[config.mk]
export PLATFORM = sky130hd
export DESIGN_NAME = uart_rx
export DESIGN_NICKNAME = d
export VERILOG_FILES = /design/src/rtl/uart_rx.sv
export SDC_FILE = /design/constraint.sdc
export NUM_CORES = 1
export LEC_CHECK = 0
export BUFFER_PORTS_ARGS = -buffer_cell sky130_fd_sc_hd__clkbuf_2
export CAP_MARGIN = 20
export CORE_MARGIN = 1
export CORE_UTILIZATION = 60
export DETAILED_ROUTE_END_ITERATION = 8
export PLACE_DENSITY = 0.8
export SETUP_SLACK_MARGIN = 0.02
export SLEW_MARGIN = 15
export SYNTH_ARGS = -nofsm -noshare
export SYNTH_HDL_FRONTEND = slang
export SYNTH_SLANG_ARGS = --single-unit
export TNS_END_PERCENT = 50
[constraint.sdc]
create_clock -name clk -period 3.9 [get_ports clk]
set_input_delay 0 -clock clk [delete_from_list [all_inputs] [get_ports clk]]
set_output_delay 0 -clock clk [all_outputs]
set_load 0.01 [all_outputs]
[src/rtl/uart_rx.sv]
// UART receiver: start/8 data (LSB first)/optional parity/stop framing,
// Prescale-times oversampling with a 3-sample majority vote per bit.
// RX_IN is treated as already synchronous to clk (bit timing counts from
// the first clk edge that sees it low).
module uart_rx #(
    parameter int unsigned DATA_WIDTH     = 8,
    parameter int unsigned PRESCALE_WIDTH = 6
) (
    input  logic                      clk,
    input  logic                      reset,
    input  logic                      RX_IN,
    input  logic [PRESCALE_WIDTH-1:0] Prescale,
    input  logic                      PAR_EN,
    input  logic                      PAR_TYP,
    output logic [DATA_WIDTH-1:0]     P_DATA,
    output logic                      DATA_VALID,
    output logic                      PAR_ERR,
    output logic                      STP_ERR,
    output logic                      Busy
);

    localparam int unsigned PW        = PRESCALE_WIDTH;
    localparam int unsigned BIT_CNT_W = (DATA_WIDTH > 1) ? $clog2(DATA_WIDTH) : 1;

    typedef enum logic [2:0] {
        S_IDLE,
        S_START,
        S_DATA,
        S_PARITY,
        S_STOP
    } state_e;

    state_e                 state_q,      state_d;
    logic [PW-1:0]          edge_cnt_q,   edge_cnt_d;
    logic [BIT_CNT_W-1:0]   bit_cnt_q,    bit_cnt_d;
    logic [PW-1:0]          presc_q,      presc_d;
    logic                   par_en_q,     par_en_d;
    logic                   par_typ_q,    par_typ_d;
    logic [DATA_WIDTH-1:0]  shift_q,      shift_d;
    logic [2:0]             samp_q,       samp_d;
    logic                   par_mis_q,    par_mis_d;
    logic                   armed_q,      armed_d;
    logic [DATA_WIDTH-1:0]  p_data_q,     p_data_d;
    logic                   data_valid_q, data_valid_d;
    logic                   par_err_q,    par_err_d;
    logic                   stp_err_q,    stp_err_d;
    logic                   busy_q,       busy_d;

    logic [PW-1:0]          half_c;
    logic                   bit_end_c;
    logic                   sample_bit_c;
    logic                   exp_par_c;

    // Bit-timing helpers derived from the prescale latched at start detection
    assign half_c    = {1'b0, presc_q[PW-1:1]};
    assign bit_end_c = (edge_cnt_q == presc_q - PW'(1));
    assign exp_par_c = par_typ_q ? (^shift_q) : ~(^shift_q);

    // Capture the three mid-bit samples; the vote uses the updated set so the
    // last sample may coincide with the bit-end cycle (Prescale = 4)
    always_comb begin
        samp_d = samp_q;
        if (state_q != S_IDLE) begin
            if (edge_cnt_q == half_c - PW'(1)) samp_d[0] = RX_IN;
            if (edge_cnt_q == half_c)          samp_d[1] = RX_IN;
            if (edge_cnt_q == half_c + PW'(1)) samp_d[2] = RX_IN;
        end
        sample_bit_c = (samp_d[0] & samp_d[1]) | (samp_d[0] & samp_d[2]) |
                       (samp_d[1] & samp_d[2]);
    end

    // Next-state and registered-output logic for the frame FSM
    always_comb begin
        state_d      = state_q;
        edge_cnt_d   = edge_cnt_q;
        bit_cnt_d    = bit_cnt_q;
        presc_d      = presc_q;
        par_en_d     = par_en_q;
        par_typ_d    = par_typ_q;
        shift_d      = shift_q;
        par_mis_d    = par_mis_q;
        armed_d      = armed_q;
        p_data_d     = p_data_q;
        data_valid_d = 1'b0;
        par_err_d    = 1'b0;
        stp_err_d    = 1'b0;

        if (state_q != S_IDLE) begin
            edge_cnt_d = bit_end_c ? '0 : edge_cnt_q + PW'(1);
        end

        case (state_q)
            S_IDLE: begin
                edge_cnt_d = '0;
                bit_cnt_d  = '0;
                if (RX_IN) begin
                    armed_d = 1'b1;
                end else if (armed_q) begin
                    // The detecting cycle is edge 0 of the start bit
                    state_d    = S_START;
                    edge_cnt_d = PW'(1);
                    presc_d    = Prescale;
                    par_en_d   = PAR_EN;
                    par_typ_d  = PAR_TYP;
                    par_mis_d  = 1'b0;
                end
            end
            S_START: begin
                if (bit_end_c) begin
                    state_d = sample_bit_c ? S_IDLE : S_DATA;
                end
            end
            S_DATA: begin
                if (bit_end_c) begin
                    shift_d[bit_cnt_q] = sample_bit_c;
                    if (bit_cnt_q == BIT_CNT_W'(DATA_WIDTH - 1)) begin
                        bit_cnt_d = '0;
                        state_d   = par_en_q ? S_PARITY : S_STOP;
                    end else begin
                        bit_cnt_d = bit_cnt_q + BIT_CNT_W'(1);
                    end
                end
            end
            S_PARITY: begin
                if (bit_end_c) begin
                    par_mis_d = (sample_bit_c != exp_par_c);
                    state_d   = S_STOP;
                end
            end
            S_STOP: begin
                if (bit_end_c) begin
                    state_d = S_IDLE;
                    // A low stop bit (break) must see the line high before re-arming
                    armed_d = sample_bit_c;
                    if (sample_bit_c && !par_mis_q) begin
                        data_valid_d = 1'b1;
                        p_data_d     = shift_q;
                    end else begin
                        par_err_d = par_mis_q;
                        stp_err_d = ~sample_bit_c;
                    end
                end
            end
            default: begin
                state_d = S_IDLE;
            end
        endcase

        busy_d = (state_d != S_IDLE);
    end

    // State and output registers
    always_ff @(posedge clk or negedge reset) begin
        if (!reset) begin
            state_q      <= S_IDLE;
            edge_cnt_q   <= '0;
            bit_cnt_q    <= '0;
            presc_q      <= '0;
            par_en_q     <= 1'b0;
            par_typ_q    <= 1'b0;
            shift_q      <= '0;
            samp_q       <= '0;
            par_mis_q    <= 1'b0;
            armed_q      <= 1'b0;
            p_data_q     <= '0;
            data_valid_q <= 1'b0;
            par_err_q    <= 1'b0;
            stp_err_q    <= 1'b0;
            busy_q       <= 1'b0;
        end else begin
            state_q      <= state_d;
            edge_cnt_q   <= edge_cnt_d;
            bit_cnt_q    <= bit_cnt_d;
            presc_q      <= presc_d;
            par_en_q     <= par_en_d;
            par_typ_q    <= par_typ_d;
            shift_q      <= shift_d;
            samp_q       <= samp_d;
            par_mis_q    <= par_mis_d;
            armed_q      <= armed_d;
            p_data_q     <= p_data_d;
            data_valid_q <= data_valid_d;
            par_err_q    <= par_err_d;
            stp_err_q    <= stp_err_d;
            busy_q       <= busy_d;
        end
    end

    assign P_DATA     = p_data_q;
    assign DATA_VALID = data_valid_q;
    assign PAR_ERR    = par_err_q;
    assign STP_ERR    = stp_err_q;
    assign Busy       = busy_q;

endmodule

==> results of run 1 <==
## flip-flops by register name, indices dropped and copies added, names as in the netlist
name	flops
P_DATA	8
shift_q	8
edge_cnt_q	6
presc_q	6
bit_cnt_q	3
samp_q	3
state_q	3
Busy	1
DATA_VALID	1
PAR_ERR	1
STP_ERR	1
armed_q	1
par_en_q	1
par_mis_q	1
par_typ_q	1
## routing by layer
metal / GRT usage / vias to the layer above / share of wire
met2: 0.346 / 41 / 0.45
met1: 0.327 / 852 / 0.49
met5: 0 / - / 0
met3: 0.0493 / 9 / 0.036
li1: - / 903 / -
met4: 0.0859 / 0 / 0.016
## synthesized netlist by cell type, drive strengths merged (3+ instances only)
master	count
dfrtp	45
xnor2	19
nand3b	3
nor3	6
xor2	9
buf	11
nand2b	6
and3	5
mux2	25
o21ai	7
nor2	20
or3	4
nand3	10
ha	7
inv	10
nand2	14
nor4	4
a21oi	5
a22o	5
## repair_timing
| item | CTS | global route |
|---|---|---|
| setup buffers | 0 | 0 |
| hold buffers | 9 | 0 |
| hold endpoints to repair | 53 | 0 |
## where the power goes
group          switching (uW)  internal [uW]
registers               0.419            467
logic                    17.0           15.1
clock network             168            258
total                     186            740
## cells by family after synthesis
family | after synthesis | synth area share
simple gates | 84 | 0.181
flops | 45 | 0.424
compound gates | 32 | 0.0981
xor+xnor | 28 | 0.0952
mux | 25 | 0.123
buf+inv | 23 | 0.0457
fa+ha+maj | 7 | 0.0330
## through the flow
step	std cells	power, uW	utilization
after floorplan	244	485	-
after global placement	303	500	0.666
after detailed placement	303	500	0.666
after CTS	320	930	0.722
after global routing	321	954	0.727
final	321	926	0.727
## critical path: stages, from the launching register on
cell	delay (ns)
dfrtp_1	0.52
inv_1	0.13
ha_1	0.31
xor2_1	0.17
nand3b_1	0.18
nor4b_2	0.38
a22o_1	0.20
a211oi_2	0.08
o22ai_4	0.36
nand2_4	0.21
mux2_4	0.34
## how the worst max path moves through the flow
stage               start         to  slack, ns  cells after the start
4_1_cts        presc_q[2]  P_DATA[5]       0.91                     10
5_1_grt        presc_q[2]  P_DATA[5]       0.67                     10
3_3_place_gp   presc_q[2]  P_DATA[4]       0.97                     10
3_5_place_dp   presc_q[2]  P_DATA[2]       0.92                     10
2_1_floorplan  presc_q[1]  P_DATA[0]       1.36                     10
6_report       presc_q[2]  P_DATA[5]       0.90                     10
## layout make-up
type	count	area [um^2]	share of cell area
clock buffer	5	68.8	0.0230
clock inverter	3	68.8	0.0230
inverter	10	37.5	0.0126
multi-input combinational	176	1410	0.470
sequential	45	1130	0.377
tap	50	62.6	0.0209
timing repair buffer	32	220	0.0736
==> results.tsv, run 1 <==
metric	value	unit
reg2reg_depth	10	
syn_area	2650	um^2
grt_start_max_net_pins	46	
drt_wl_total	4780	um
final_common_cell	dfrtp_1	
htree_num_levels	2	
syn_area_per_cell	10.9	um^2
relSlewSlack	0.598	
grt_pass1_wl	7700	um
min_path_type	in2reg	
status	finished clean	
die-area	4690	um^2
period_needed	3.00	ns
antenna_cells	0	
fin_crit_sh	0.769	
arrival	3.19	ns
setup_tns	0	ns
row_count	23	
p_leak	0.00140	uW
ff2ff_setup_slack	0.90	ns
die_x	68.5	um
synth_top_area_share	0.424	
tritoncts	done	
worst_pin_slew	0.603	ns
synth-edff-count	0	
start_util	0.645	
gp_congestion	0.890	
synth-main-ff-cell	dfrtp_1	
io_buffers	22	
clk_latency	0.31	ns
die_height	68.5	um
syn-num-nets	262	
place_area	2740	um^2
synthTopCellsByArea	dfrtp_1 42%, mux2_2 6.8%, xnor2_1 6.3%	
drv_cap	0	
track_usage	0.231	
fin_area	2990	um^2
drv_slew	0	
wl_per_cell	14.9	um
endpoint_kind	flop	
yosysSeqAreaShare	0.424	
critPathMaxFanout	12	
layout.nets	288	
hold_viol	0	
power.density	310	nW/um^2
ctsRootBufferMaster	clkbuf_8	
finalSetupViolCount	0	
synthDistinctLibCells	53	
ioPinCount	23	
coreArea	4120	um^2
clockBufferDepth	2	
drtIter0Drc	116	
first_pass_iters	4	
synth_seq_cells	45	
viasPerCell	5.62	
grt_overflow	0	
hold_end	samp_q[2]	
final_cell_mix	45 x dfrtp_1, 21 x clkbuf_2, 20 x nor2_1, 19 x xnor2_1, 16 x mux2_2	
cts_buffers	5	
postRouteAntennaNets	0	
yosys.area.top_type	dfrtp_1	
cts_resized	0	
required	4.10	ns
critPathKind	reg2reg	
min_from	RX_IN	
syn_inst	244	
r2r_start	presc_q[2]	
cts.sinks	45	
dp_slack	0.924	ns
dp_hpwl	3320	um
grt_pass1_vias	1575	
crit-reg2reg-capture	P_DATA[5]	
worst_hold_slack	0.0111	ns
skew	0.0103	ns
fin_ws	0.901	ns
yosysWarnings	0	
rsz0062_at_grt	no	
fill_cells	294	
drc	0	
async_reset_ff_frac	1.00	
area_delta_synth_final	12.7	%
peakVddDrop	0.216	mV
start_kind	flop	
drive_above_1_share	0.258	
hold_depth	2	
fmax	333	MHz
vias	1805	
clk_pin_slew	0.09	ns
antenna_found_initial	0	
Power figures use the tool's default switching activity.
==> inputs of run 2 (changes only) <==
- CORE_UTILIZATION: 60 -> 59
- PLACE_DENSITY: 0.8 -> 0.79
- clock period: 3.9 -> 2.95 ns (I/O delays scaled with it)
==> run 2 against run 1 <==
  * Die area grew 1.6%
  * Final cell count grew 3.1%
  * Routed wire length grew 5.5%
  * Hold slack gained 0.024 ns
  * Utilization shrank 2.3 points
  * Via count grew 3.8%
  * Flip-flop and latch count is the same
  * Clock-buffer cell count is the same
  * Fmax grew 8.6%
  * Combinational power grew 44%
  * Clock skew shrank 0.0029 ns
  * Sequential power grew 32%
  * Largest power group unchanged
==> results.tsv, run 2 (synthesis results as in run 1) <==
metric	value	unit	change
fin_ws	0.189	ns	was 0.901 ns
grt_overflow	0		unchanged
ff2ff_setup_slack	0.19	ns	was 0.90 ns
reg2reg_depth	10		unchanged
required	3.14	ns	was 4.10 ns
cts_buffers	5		unchanged
status	finished clean		unchanged
clk_latency	0.30	ns	was 0.31 ns
peakVddDrop	0.239	mV	was 0.216 mV
rsz0062_at_grt	no		unchanged
worst_pin_slew	0.608	ns	was 0.603 ns
hold_end	samp_q[2]		unchanged
p_comb_frac	0.041		was 0.035
setup_tns	0	ns	unchanged
min_from	RX_IN		unchanged
worst_hold_slack	0.0355	ns	was 0.0111 ns
drv_slew	0		unchanged
finalSetupViolCount	0		unchanged
endpoint_kind	flop		unchanged
hold_depth	2		unchanged
start_util	0.614		was 0.645
placed_cells	309		was 303
ioPinCount	23		unchanged
die-area	4770	um^2	was 4690 um^2
clk_pin_slew	0.09	ns	about the same
track_usage	0.226		was 0.231
wl_per_cell	15.2	um	was 14.9 um
arrival	2.95	ns	was 3.19 ns
p_leak	0.00143	uW	was 0.00140 uW
gp_congestion	0.835		was 0.890
seq_power_share	0.545		was 0.505
grt_start_max_net_pins	46		unchanged
vias	1873		was 1805
drt_wl_total	5040	um	was 4780 um
hold_viol	0		unchanged
cts.sinks	45		unchanged
fmax	362	MHz	was 333 MHz
start_kind	flop		unchanged
ctsRootBufferMaster	clkbuf_8		unchanged
clockBufferDepth	2		unchanged
htree_num_levels	2		unchanged
totalPowerFinal	1140	uW	was 926 uW
dp_hpwl	3490	um	was 3320 um
critPathMaxFanout	9		was 12
instances_no_fill	331		was 321
antenna_cells	0		unchanged
drive_above_1_share	0.287		was 0.258
fin_crit_sh	0.936		was 0.769
area_delta_synth_final	14.7	%	was 12.7%
critPathKind	reg2reg		unchanged
drtIter0Drc	96		was 116
final_common_cell	dfrtp_1		unchanged
grt_pass1_vias	1826		was 1575
skew	0.00743	ns	was 0.0103 ns
switchingPower	241	uW	was 186 uW
power.density	373	nW/um^2	was 310 nW/um^2
row_count	24		was 23
die_x	69.1	um	was 68.5 um
viasPerCell	5.66		was 5.62
p_int	895	uW	was 740 uW
postRouteAntennaNets	0		unchanged
drc	0		unchanged
relSlewSlack	0.593		was 0.598
first_pass_iters	4		unchanged
swShare	0.212		was 0.201
dp_slack	0.0394	ns	was 0.924 ns
die_height	69.1	um	was 68.5 um
min_path_type	in2reg		unchanged
coreArea	4320	um^2	was 4120 um^2
clkPwrFrac	0.415		was 0.460
tritoncts	done		unchanged
antenna_found_initial	0		unchanged
layout.nets	296		was 288
grt_pass1_wl	8560	um	was 7700 um
final_cell_mix	44 x dfrtp_1, 21 x clkbuf_2, 20 x nor2_1, 19 x xnor2_1, 16 x mux2_2		was 45 x dfrtp_1, 21 x clkbuf_2, 20 x nor2_1, 19 x xnor2_1, 16 x mux2_2
io_buffers	22		unchanged
r2r_start	presc_q[1]		was presc_q[2]
crit-reg2reg-capture	P_DATA[5]		unchanged
drv_cap	0		unchanged
period_needed	2.76	ns	was 3.00 ns
-- run 2: timing repair --
action | CTS | global route
gates resized for setup | 0 | 4
setup buffers | 0 | 4
hold buffers | 9 | 0
hold endpoints to repair | 53 | 0
setup endpoints to repair | 0 | 9
-- run 2: layer usage --
metal | vias up | global-route usage | routed length, um
met5 | - | 0 | 0
li1 | 916 | - | -
met1 | 923 | 0.309 | 2480
met3 | 5 | 0.0453 | 151
met2 | 29 | 0.358 | 2350
met4 | 0 | 0.0794 | 60
-- run 2: worst max path at each step --
stage                     slack [ns]        end  cells after the start        from
final                           0.19  P_DATA[5]                     10  presc_q[1]
after floorplan                 0.41  P_DATA[0]                     10  presc_q[1]
after global placement          0.17  P_DATA[4]                     10  presc_q[1]
after CTS                       0.03  P_DATA[5]                     10  presc_q[1]
after global routing            0.03  P_DATA[4]                     10  presc_q[1]
after detailed placement        0.04  P_DATA[5]                     10  presc_q[1]
-- run 2: worst max-delay path, cell delays in order (launching register included) --
cell and delay, ns:
dfrtp_2 0.44, inv_1 0.10, ha_1 0.31, xor2_1 0.16, nand3_1 0.17, nor4_4 0.35, a22o_1 0.20, a211oi_2 0.09
o22ai_4 0.32, nand2_4 0.19, mux2_4 0.33
-- run 2: cell type report --
| cell class | count | area (um^2) |
|---|---|---|
| Multi-Input combinational cell | 176 | 1420 |
| Tap cell | 52 | 65.1 |
| Clock buffer | 5 | 68.8 |
| Fill cell | 326 | 1280 |
| Sequential cell | 45 | 1130 |
| Clock inverter | 3 | 43.8 |
| Timing Repair Buffer | 40 | 280 |
| Inverter | 10 | 37.5 |
-- run 2: metrics by stage --
stage	util	area [um^2]
detailed placement	0.642	2780
CTS	0.689	2980
global route	0.704	3040
finish	0.704	3040
global placement	0.642	2780
floorplan	-	2650
-- run 2: power by group through the flow --
stage | clock network, uW | logic (uW) | registers (uW)
after global routing | 512 | 51.8 | 619
final | 471 | 46.2 | 618
after global placement | 0 | 30.1 | 631
after detailed placement | 0 | 30.4 | 631
after floorplan | 0 | 11.2 | 631
after CTS | 487 | 39.7 | 618
